<file path="config.mk">
export PLATFORM = sky130hd
export DESIGN_NAME = yuv_to_rgb_writer
export DESIGN_NICKNAME = d
export VERILOG_FILES = /design/src/rtl/yuv_to_rgb_writer_pkg.sv /design/src/rtl/yuv_csc_core.sv /design/src/rtl/yuv_to_rgb_writer.sv
export SDC_FILE = /design/constraint.sdc
export NUM_CORES = 2
export LEC_CHECK = 0
export ABC_AREA = 1
export CORE_MARGIN = 8
export CORE_UTILIZATION = 25
export CTS_CLUSTER_SIZE = 20
export DETAILED_ROUTE_END_ITERATION = 16
export DONT_BUFFER_PORTS = 1
export SLEW_MARGIN = 20
export SYNTH_ARGS = -nofsm -noshare
export SYNTH_HDL_FRONTEND = slang
export SYNTH_SLANG_ARGS = --single-unit
</file>
<file path="constraint.sdc">
create_clock -name Clock_50 -period 8.9 [get_ports Clock_50]
set_input_delay 1.78 -clock Clock_50 [delete_from_list [all_inputs] [get_ports Clock_50]]
set_output_delay 1.78 -clock Clock_50 [all_outputs]
set_load 0.02 [all_outputs]
</file>
<file path="src/rtl/yuv_to_rgb_writer_pkg.sv">
`default_nettype none
// ============================================================================
// yuv_to_rgb_writer_pkg: shared state encoding, colour-conversion constants
// and output clipping for the YUV-to-RGB SRAM writer.          Rev 1.0
// ============================================================================
package yuv_to_rgb_writer_pkg;

    typedef enum logic [1:0] {
        S_IDLE  = 2'd0,
        S_RUN   = 2'd1,
        S_FLUSH = 2'd2,
        S_DONE  = 2'd3
    } state_t;

    // 16.16 fixed-point BT.601 coefficients
    localparam int C_Y  = 76284;
    localparam int C_RV = 104595;
    localparam int C_GU = 25624;
    localparam int C_GV = 53281;
    localparam int C_BU = 132251;

    localparam int Y_OFFSET  = 16;
    localparam int UV_OFFSET = 128;

    localparam logic [17:0] DEFAULT_BASE = 18'd146944;

    function automatic logic [7:0] clip8(input logic signed [31:0] acc);
        logic signed [31:0] s;
        s = acc >>> 16;
        if (s < 0)
            return 8'h00;
        else if (s > 255)
            return 8'hFF;
        else
            return s[7:0];
    endfunction

endpackage
`default_nettype wire

</file>
<file path="src/rtl/yuv_csc_core.sv">
`default_nettype none
// ============================================================================
// yuv_csc_core: fixed 3-cycle YUV->RGB converter (offset, multiply, sum/clip);
// never stalls.                                                 Rev 1.0
// ============================================================================
module yuv_csc_core
    import yuv_to_rgb_writer_pkg::*;
(
    input  logic       clk_i,
    input  logic       rst_i,
    input  logic       valid_i,
    input  logic [7:0] y_i,
    input  logic [7:0] u_i,
    input  logic [7:0] v_i,
    output logic       valid_o,
    output logic [7:0] r_o,
    output logic [7:0] g_o,
    output logic [7:0] b_o,
    output logic [2:0] stage_valid_o
);

    logic [2:0]         vld_q;
    logic signed [8:0]  y1_q, u1_q, v1_q;
    logic signed [31:0] ry2_q, rv2_q, gu2_q, gv2_q, bu2_q;
    logic [7:0]         r3_q, g3_q, b3_q;

    always_ff @(posedge clk_i) begin
        if (rst_i)
            vld_q <= '0;
        else
            vld_q <= {vld_q[1:0], valid_i};
    end

    always_ff @(posedge clk_i) begin
        y1_q  <= 9'($signed({1'b0, y_i}) - Y_OFFSET);
        u1_q  <= 9'($signed({1'b0, u_i}) - UV_OFFSET);
        v1_q  <= 9'($signed({1'b0, v_i}) - UV_OFFSET);

        ry2_q <= C_Y  * $signed({{23{y1_q[8]}}, y1_q});
        rv2_q <= C_RV * $signed({{23{v1_q[8]}}, v1_q});
        gu2_q <= C_GU * $signed({{23{u1_q[8]}}, u1_q});
        gv2_q <= C_GV * $signed({{23{v1_q[8]}}, v1_q});
        bu2_q <= C_BU * $signed({{23{u1_q[8]}}, u1_q});

        r3_q  <= clip8(ry2_q + rv2_q);
        g3_q  <= clip8(ry2_q - gu2_q - gv2_q);
        b3_q  <= clip8(ry2_q + bu2_q);
    end

    assign valid_o       = vld_q[2];
    assign r_o           = r3_q;
    assign g_o           = g3_q;
    assign b_o           = b3_q;
    assign stage_valid_o = vld_q;

endmodule
`default_nettype wire

</file>
<file path="src/rtl/yuv_to_rgb_writer.sv">
`default_nettype none
// ============================================================================
// yuv_to_rgb_writer: converts a YUV pixel stream to RGB and packs the bytes
// two per 16-bit word into consecutive SRAM addresses.          Rev 1.0
// ============================================================================
module yuv_to_rgb_writer
    import yuv_to_rgb_writer_pkg::*;
#(
    parameter int CAPACITY = 12
) (
    input  logic        Clock_50,
    input  logic        Reset,
    input  logic        Start,
    input  logic [16:0] Pixel_count,
    input  logic [17:0] Base_address,
    input  logic        In_valid,
    output logic        In_ready,
    input  logic [7:0]  In_Y,
    input  logic [7:0]  In_U,
    input  logic [7:0]  In_V,
    output logic [17:0] SRAM_address,
    output logic [15:0] SRAM_write_data,
    output logic        SRAM_we_n,
    output logic        Finish
);

    localparam int CW = $clog2(CAPACITY + 4);

    state_t      state_q, state_d;
    logic [16:0] count_q, count_d, accepted_q, accepted_d;
    logic [17:0] next_addr_q, next_addr_d, addr_q, addr_d;
    logic [15:0] wdata_q, wdata_d;
    logic        we_n_q, we_n_d;
    logic [7:0]  buf_q [CAPACITY];
    logic [7:0]  buf_d [CAPACITY];
    logic [CW-1:0] cnt_q, cnt_d, avail;
    logic [7:0]  merged [CAPACITY + 3];

    logic        load_base, accept, emit2, emit1, ready;
    logic        csc_valid;
    logic [7:0]  csc_r, csc_g, csc_b;
    logic [2:0]  stage_vld;
    logic [1:0]  inflight;
    int          need;

    yuv_csc_core u_csc (
        .clk_i         (Clock_50),
        .rst_i         (Reset),
        .valid_i       (accept),
        .y_i           (In_Y),
        .u_i           (In_U),
        .v_i           (In_V),
        .valid_o       (csc_valid),
        .r_o           (csc_r),
        .g_o           (csc_g),
        .b_o           (csc_b),
        .stage_valid_o (stage_vld)
    );

    // Credit: reserve buffer room for every pixel already in the pipeline
    assign inflight = 2'(stage_vld[0]) + 2'(stage_vld[1]) + 2'(stage_vld[2]);

    always_comb begin
        need  = int'(cnt_q) + 3 * int'(inflight) + 3;
        ready = !Reset && (state_q == S_RUN) && (accepted_q < count_q) && (need <= CAPACITY);
    end

    assign In_ready        = ready;
    assign accept          = In_valid && ready;
    assign Finish          = !Reset && (state_q == S_DONE);
    assign SRAM_address    = addr_q;
    assign SRAM_write_data = wdata_q;
    assign SRAM_we_n       = we_n_q;

    always_ff @(posedge Clock_50) begin
        if (Reset)
            state_q <= S_IDLE;
        else
            state_q <= state_d;
    end

    always_comb begin
        state_d    = state_q;
        count_d    = count_q;
        accepted_d = accepted_q;
        load_base  = 1'b0;
        case (state_q)
            S_IDLE: begin
                if (Start) begin
                    count_d    = Pixel_count;
                    accepted_d = '0;
                    load_base  = 1'b1;
                    state_d    = (Pixel_count == '0) ? S_DONE : S_RUN;
                end
            end
            S_RUN: begin
                if (accept) begin
                    accepted_d = accepted_q + 17'd1;
                    if (accepted_q + 17'd1 == count_q)
                        state_d = S_FLUSH;
                end
            end
            S_FLUSH: begin
                // The final word is on the bus in the cycle this becomes true
                if (stage_vld == 3'b000 && cnt_q == '0)
                    state_d = S_DONE;
            end
            S_DONE: begin
                if (!Start)
                    state_d = S_IDLE;
            end
            default: state_d = S_IDLE;
        endcase
    end

    // Packer: buffered bytes followed by this cycle's R,G,B; pop two per word
    always_comb begin
        avail = csc_valid ? cnt_q + CW'(3) : cnt_q;
        for (int i = 0; i < CAPACITY + 3; i++) merged[i] = 8'h00;
        for (int i = 0; i < CAPACITY; i++) merged[i] = buf_q[i];
        if (csc_valid) begin
            merged[cnt_q]          = csc_r;
            merged[cnt_q + CW'(1)] = csc_g;
            merged[cnt_q + CW'(2)] = csc_b;
        end

        emit2 = (avail >= CW'(2));
        emit1 = (state_q == S_FLUSH) && (avail == CW'(1)) && (stage_vld[1:0] == 2'b00);

        for (int i = 0; i < CAPACITY; i++) buf_d[i] = emit2 ? merged[i + 2] : merged[i];
        cnt_d = emit2 ? avail - CW'(2) : (emit1 ? '0 : avail);

        we_n_d      = !(emit2 || emit1);
        addr_d      = addr_q;
        wdata_d     = wdata_q;
        next_addr_d = next_addr_q;
        if (load_base) begin
            next_addr_d = Base_address;
        end else if (emit2 || emit1) begin
            addr_d      = next_addr_q;
            next_addr_d = next_addr_q + 18'd1;
            wdata_d     = emit2 ? {merged[0], merged[1]} : {merged[0], 8'h00};
        end
    end

    always_ff @(posedge Clock_50) begin
        if (Reset) begin
            count_q     <= '0;
            accepted_q  <= '0;
            next_addr_q <= DEFAULT_BASE;
            addr_q      <= '0;
            wdata_q     <= '0;
            we_n_q      <= 1'b1;
            cnt_q       <= '0;
            for (int i = 0; i < CAPACITY; i++) buf_q[i] <= 8'h00;
        end else begin
            count_q     <= count_d;
            accepted_q  <= accepted_d;
            next_addr_q <= next_addr_d;
            addr_q      <= addr_d;
            wdata_q     <= wdata_d;
            we_n_q      <= we_n_d;
            cnt_q       <= cnt_d;
            buf_q       <= buf_d;
        end
    end

endmodule
`default_nettype wire

</file>
Word-level counts from Yosys, hierarchy flattened
Cells that the tools add are included.
{"block": "totals", "regBits": 398, "in_bits": 63, "output_inout_bits": 37, "wordCells": 152}
{"block": "classes", "n_addsub": 17, "mul": 6, "n_lt_le_gt_ge": 15, "eq_ne": 10, "mux": 43, "bitwise": 4, "reduce_logical": 25}
{"op": "120-bit bitwise mux", "count": 3}
{"op": "8-bit 2-to-1 mux", "count": 19}
{"op": "120-bit 2-to-1 mux", "count": 1}
{"op": "8-bit demux with 4-bit select", "count": 3}
{"op": "32-bit adder", "count": 2}
{"op": "32-bit subtractor", "count": 2}
{"op": "16-bit by 9-bit greater-than comparator with 1-bit output (second input constant)", "count": 3}
{"op": "16-bit by 1-bit less-than comparator with 1-bit output (second input constant)", "count": 3}
{"op": "18-bit 2-to-1 mux", "count": 2}
{"op": "17-bit 2-to-1 mux", "count": 2}
{"op": "17-bit one-hot mux with 2 select lines", "count": 1}
{"op": "19-bit by 9-bit multiplier with 28-bit output (first input constant)", "count": 1}
{"op": "18-bit by 9-bit multiplier with 27-bit output (first input constant)", "count": 1}
{"op": "17-bit by 9-bit multiplier with 26-bit output (first input constant)", "count": 1}
{"op": "16-bit by 9-bit multiplier with 25-bit output (first input constant)", "count": 1}
{"op": "13-bit by 9-bit multiplier with 22-bit output (first input constant)", "count": 1}
{"op": "18-bit by 1-bit adder with 18-bit output (second input constant)", "count": 1}
{"op": "8-bit by 8-bit subtractor with 9-bit output (second input constant)", "count": 2}
{"op": "17-bit by 1-bit adder with 17-bit output (second input constant)", "count": 1}
{"op": "17-bit equality test", "count": 1}
{"op": "17-bit zero test", "count": 1}
{"op": "17-bit less-than comparator", "count": 1}
{"op": "5-bit >= comparator (second input constant)", "count": 3}
{"op": "5-bit by 1-bit less-than comparator with 1-bit output (second input constant)", "count": 3}
{"op": "other kinds (32)", "count": 61}

Depth between registers and ports, before layout
{"block": "logic_depth", "ltp_word": 10, "depth_mapped": 21, "mapped_depth_nobuf": 21}

Modules after synthesis
A second synthesis with hierarchy kept.
{"block": "hier_totals", "hier_cells": 4352, "area_unflattened_um2": 31594.1}
{"mod": "yuv_csc_core", "instances": 1, "cells_per_inst": 2502, "area_per_inst_um2": 19467.4, "seq_area_each_um2": 3503.4}
{"mod": "yuv_to_rgb_writer", "instances": 1, "cells_per_inst": 1850, "area_per_inst_um2": 12126.6, "seq_area_each_um2": 3783.6}

Worst setup path before layout
No wires, ideal clock.
{"block": "synth_timing", "path_kind": "register to register", "from": "register u_csc.v1_q[7]", "to": "register u_csc.rv2_q[30]", "setup_time_ns": 0.115, "arrival_time_ns": 4.463, "required_ns": 8.785, "slack_ns": 4.322, "stages_incl_launch_ff": 20, "n_path_buf": 0, "synth_period_minus_slack_ns": 4.578, "path_cell_list": "dfxtp_1 -> ha_1 -> inv_1 -> ha_1 -> inv_1 -> fa_1 -> fa_1 -> inv_1 -> ha_1 -> ha_1 -> a21oi_1 -> nand2_1 -> a21boi_0 -> o21ai_0 -> a21oi_1 -> o21ai_0 -> nand3_1 -> nand2_1 -> nand2_1 -> nand2_1"}
{"block": "synth_via", "elab_chain_len": 1}
{"item": "start: declaration", "line": "yuv_csc_core.sv:23", "source": "logic signed [8:0] y1_q, u1_q, v1_q;"}
{"item": "start signal: assignment", "line": "yuv_csc_core.sv:37", "source": "v1_q <= 9'($signed({1'b0, v_i}) - UV_OFFSET);"}
{"item": "18-bit by 9-bit multiplier with 27-bit output", "line": "yuv_csc_core.sv:40", "source": "rv2_q <= C_RV * $signed({{23{v1_q[8]}}, v1_q});"}
{"item": "end signal: assignment", "line": "yuv_csc_core.sv:40"}
{"item": "end: declaration", "line": "yuv_csc_core.sv:24", "source": "logic signed [31:0] ry2_q, rv2_q, gu2_q, gv2_q, bu2_q;"}
Every way passes these cells.
A chain may end at the register's enable or synchronous reset.

Worst setup path in the final report
{"block": "layout_timing", "from": "register u_csc.vld_q[2] (netlist: u_csc.stage_valid_o[2])", "to": "output port In_ready"}
{"block": "layout_via", "elab_chain_len": 6}
{"item": "start: declaration", "line": "yuv_csc_core.sv:22", "source": "logic [2:0] vld_q;"}
{"item": "start signal: assignment", "line": "yuv_csc_core.sv:31", "source": "vld_q <= {vld_q[1:0], valid_i};"}
{"item": "2-bit by 1-bit adder with 2-bit output", "line": "yuv_to_rgb_writer.sv:61", "source": "assign inflight = 2'(stage_vld[0]) + 2'(stage_vld[1]) + 2'(stage_vld[2]);"}
{"item": "2-bit by 2-bit multiplier with 4-bit output", "line": "yuv_to_rgb_writer.sv:64", "source": "need = int'(cnt_q) + 3 * int'(inflight) + 3;"}
{"item": "4-bit by 4-bit adder with 5-bit output", "line": "yuv_to_rgb_writer.sv:64"}
{"item": "5-bit by 2-bit adder with 6-bit output", "line": "yuv_to_rgb_writer.sv:64"}
{"item": "6-bit by 4-bit less-or-equal comparator with 1-bit output", "line": "yuv_to_rgb_writer.sv:65", "source": "ready = !Reset && (state_q == S_RUN) && (accepted_q < count_q) && (need <= CAPACITY);"}
{"item": "1-bit logical AND", "line": "yuv_to_rgb_writer.sv:65"}
{"item": "end: declaration", "line": "yuv_to_rgb_writer.sv:17", "source": "output logic In_ready,"}
Every way passes these cells.

==> results.py <==
metrics = {
    "setup_path": {
        "critPathMaxStageDelay_ps": 540,
        "cp.required_ps": 7120,
        "crit_start": "u_csc.stage_valid_o[2]",
        "path_max_fanout": 26,
        "cp_cell_sequence": "fa_1, ha_1, ha_1, fa_1, xor2_1, nand2_1, inv_1, a21oi_1, and2_1",
        "cp.depth": 9,
        "cp-start-kind": "flip-flop",
        "r2r_start": "u_csc.u1_q[7]",
        "endpoint_kind": "primary output",
        "crit_type": "flip-flop to primary output",
        "reg2reg_slack_ps": 3860,
        "slowest_stage": "fa_1",
        "crit_family": "adder cells",
        "regToRegEndpoint": "u_csc.bu2_q[18]",
        "reg2regPathDepth": 17,
        "crit_arrival_ps": 3560,
        "crit_buf_inv": 1,
    },
    "cts": {
        "post_cts_resized": 0,
        "clockBufferDepth": 3,
        "numCtsBuffers": 45,
        "insertion_delay_ps": 600,
        "postCtsSetupRepairBufs": 0,
        "cts-root-buf": "clkbuf_16",
        "cts_tree": "yes",
        "cts.clk_slew.worst_paths_ps": 60,
        "h-tree-depth": 2,
        "ctsHoldBuffers": 0,
        "clock-sinks": 364,
    },
    "detailed_routing": {
        "wl_per_cell_um": 16.3,
        "firstDrtPassIters": 7,
        "routed_wl_um": 91600,
        "drtIter0Drc": 2372,
        "vias": 27400,
        "routed_via_density": 4.87,
        "drc_errors": 0,
        "drtAntennaViolNets": 0,
    },
    "pwr": {
        "leakage_nw": 15.1,
        "ir_drop_mv": 0.184,
        "power_per_cell_area_nw_per_um2": 349,
    },
    "final_layout": {
        "fin_util": 0.278,
        "nets": 4634,
        "drive_above_1_share": 0.0290,
        "syn_to_final_growth_pct": 10.4,
        "fin_area_um2": 33700,
    },
    "sta": {
        "whs_ps": 460,
        "fmax_mhz": 187,
        "setup_tns_ps": 0,
        "setup_violations": 0,
        "rsz0062_at_grt": "false",
        "clock_skew_ps": 26.4,
        "slew_headroom": 0.238,
        "maxSlewViolCount": 0,
        "period_needed_ps": 5340,
        "tightest_slew_ps": 1140,
        "final.period_utilization": 0.600,
        "finalHoldViolations": 0,
    },
    "worst_hold_path": {
        "hold_path_class": "flip-flop to flip-flop",
        "holdPathStages": 2,
        "min_to": "u_csc.stage_valid_o[2]",
        "hold_start": "u_csc.stage_valid_o[1]",
    },
    "global_routing": {
        "grt_max_degree": 91,
        "antenna_found_initial": 4,
        "grtUsageTotal": 0.133,
        "grt_pass1_wl_um": 145000,
        "grt_pass1_vias": 26500,
        "grt-ovfl-total": 0,
    },
    "synthesis": {
        "syn_inst": 4031,
        "yosysTopAreaCellShare": 0.239,
        "seq_area_frac_synth": 0.239,
        "yosys.cell_types.count": 53,
        "async_flop_share": 0,
        "synth_nets": 4695,
        "synth-seq-cells": 364,
        "yosys_warnings": 0,
        "synth_area_um2": 30500,
        "yosys.area.top_type": "dfxtp_1",
        "synth_edf_count": 0,
        "synthTopCellsByCount": "665 x nand2_1, 514 x inv_1, 483 x ha_1, 397 x o21ai_0, 364 x dfxtp_1",
        "synthTopCellsByArea": "dfxtp_1 24%, ha_1 20%, nand2_1 8.2%",
        "yosysMostFrequentCell": "nand2_1",
        "syn_avg_cell_area_um2": 7.57,
        "synth-main-ff-cell": "dfxtp_1",
    },
    "floorplan": {
        "die_area_um2": 134000,
        "row_count": 128,
        "ios": 100,
        "chipWidth_um": 365,
        "die_y_um": 365,
        "coreArea_um2": 121000,
        "initial_core_util": 0.251,
    },
    "placed_design": {
        "hpwl_um": 70200,
        "dpl-instance-area_um2": 32100,
        "io_buffer_count": 0,
        "gp_congestion": 0.898,
    },
    "status": {
        "status": "complete, no violations",
    },
    "run": {
        "drv_cap": 0,
    },
}
## cell families after synthesis
family                   count (synthesis)  share of synthesized area
AO/OA/AOI/OAI                         1077                      0.201
adder cells (fa/ha/maj)                601                      0.275
buffers and inverters                  654                     0.0825
flip-flops                             364                      0.239
multiplexers                             1                   0.000328
XOR/XNOR                               140                     0.0409
AND/OR/NAND/NOR                       1194                      0.161
## how the worst max path moves through the flow
stage	to	slack (ps)
after floorplan	u_csc.rv2_q[30]	4320
after global placement	u_csc.rv2_q[30]	3970
after CTS	In_ready	3500
after global routing	In_ready	3420
after detailed placement	u_csc.bu2_q[18]	3890
final	In_ready	3560
## sequential cells by signal, summed over array words and instances (netlist names)
signal               flops
u_csc.y1_q               9
u_csc.b_o                8
buf_q                   96
u_csc.r_o                8
u_csc.bu2_q             28
next_addr_q             18
u_csc.ry2_q             25
accepted_q              17
u_csc.gv2_q             25
state_q                  2
SRAM_write_data         16
u_csc.v1_q               8
u_csc.gu2_q             19
count_q                 17
u_csc.u1_q               8
u_csc.stage_valid_o      3
u_csc.rv2_q             26
cnt_q                    4
SRAM_we_n                1
SRAM_address            18
u_csc.g_o                8
## tightest hold or removal path: cells and delay by family (launching register included)
kind                   cells  cell delay (ps)
buffers and inverters      1               70
and+or+nand+nor            1               40
DFF                        1              320
## metal layers
layer  up-vias  part of all wire  track usage
li1      13600                 -            -
met1     12800              0.44        0.172
met2       809              0.46        0.222
met3       211             0.059       0.0191
met4         2             0.041       0.0506
met5         -           0.00014            0
## power by group
group          leakage [nW]  internal, mW  switching [mW]
sequential             3.01          2.10           0.632
clock                 0.743          1.15           0.805
combinational          11.3          2.42            4.65
## layout make-up
type	count	area (um^2)
Antenna cell	4	10.0
Clock buffer	52	1190
Clock inverter	30	370
Fill cell	13400	87700
Inverter	538	2020
Multi-Input combinational cell	3013	20700
Sequential cell	364	7290
Tap cell	1625	2030
Timing Repair Buffer	8	60.1
## layout by cell type, fill, tap and decap left out, drive strengths merged, types with 8 or more instances in the layout
cell      instances
clkinvlp          9
o21a             10
o211ai          130
o21ai           406
nor4             10
clkbuf           52
buf               8
xnor2            46
dfxtp           364
nor3             32
ha              483
or2               8
clkinv           28
o221ai           11
a2bb2oi          10
inv             525
nand3           157
o22ai            92
a21o             16
o21bai           13
a21oi           335
nor2            275
nand2           668
xor2             93
fa              118
a31oi            24
nand4            34
## through the flow
stage	setup WS [ps]	total power [mW]	instances
4_1_cts	3500	11.8	5630
5_1_grt	3420	12.8	5633
3_3_place_gp	3970	9.70	5548
2_1_floorplan	4320	7.74	4031
3_5_place_dp	3890	9.73	5548
6_report	3560	11.8	5634
Note: power is estimated with default switching activity, not from simulation.
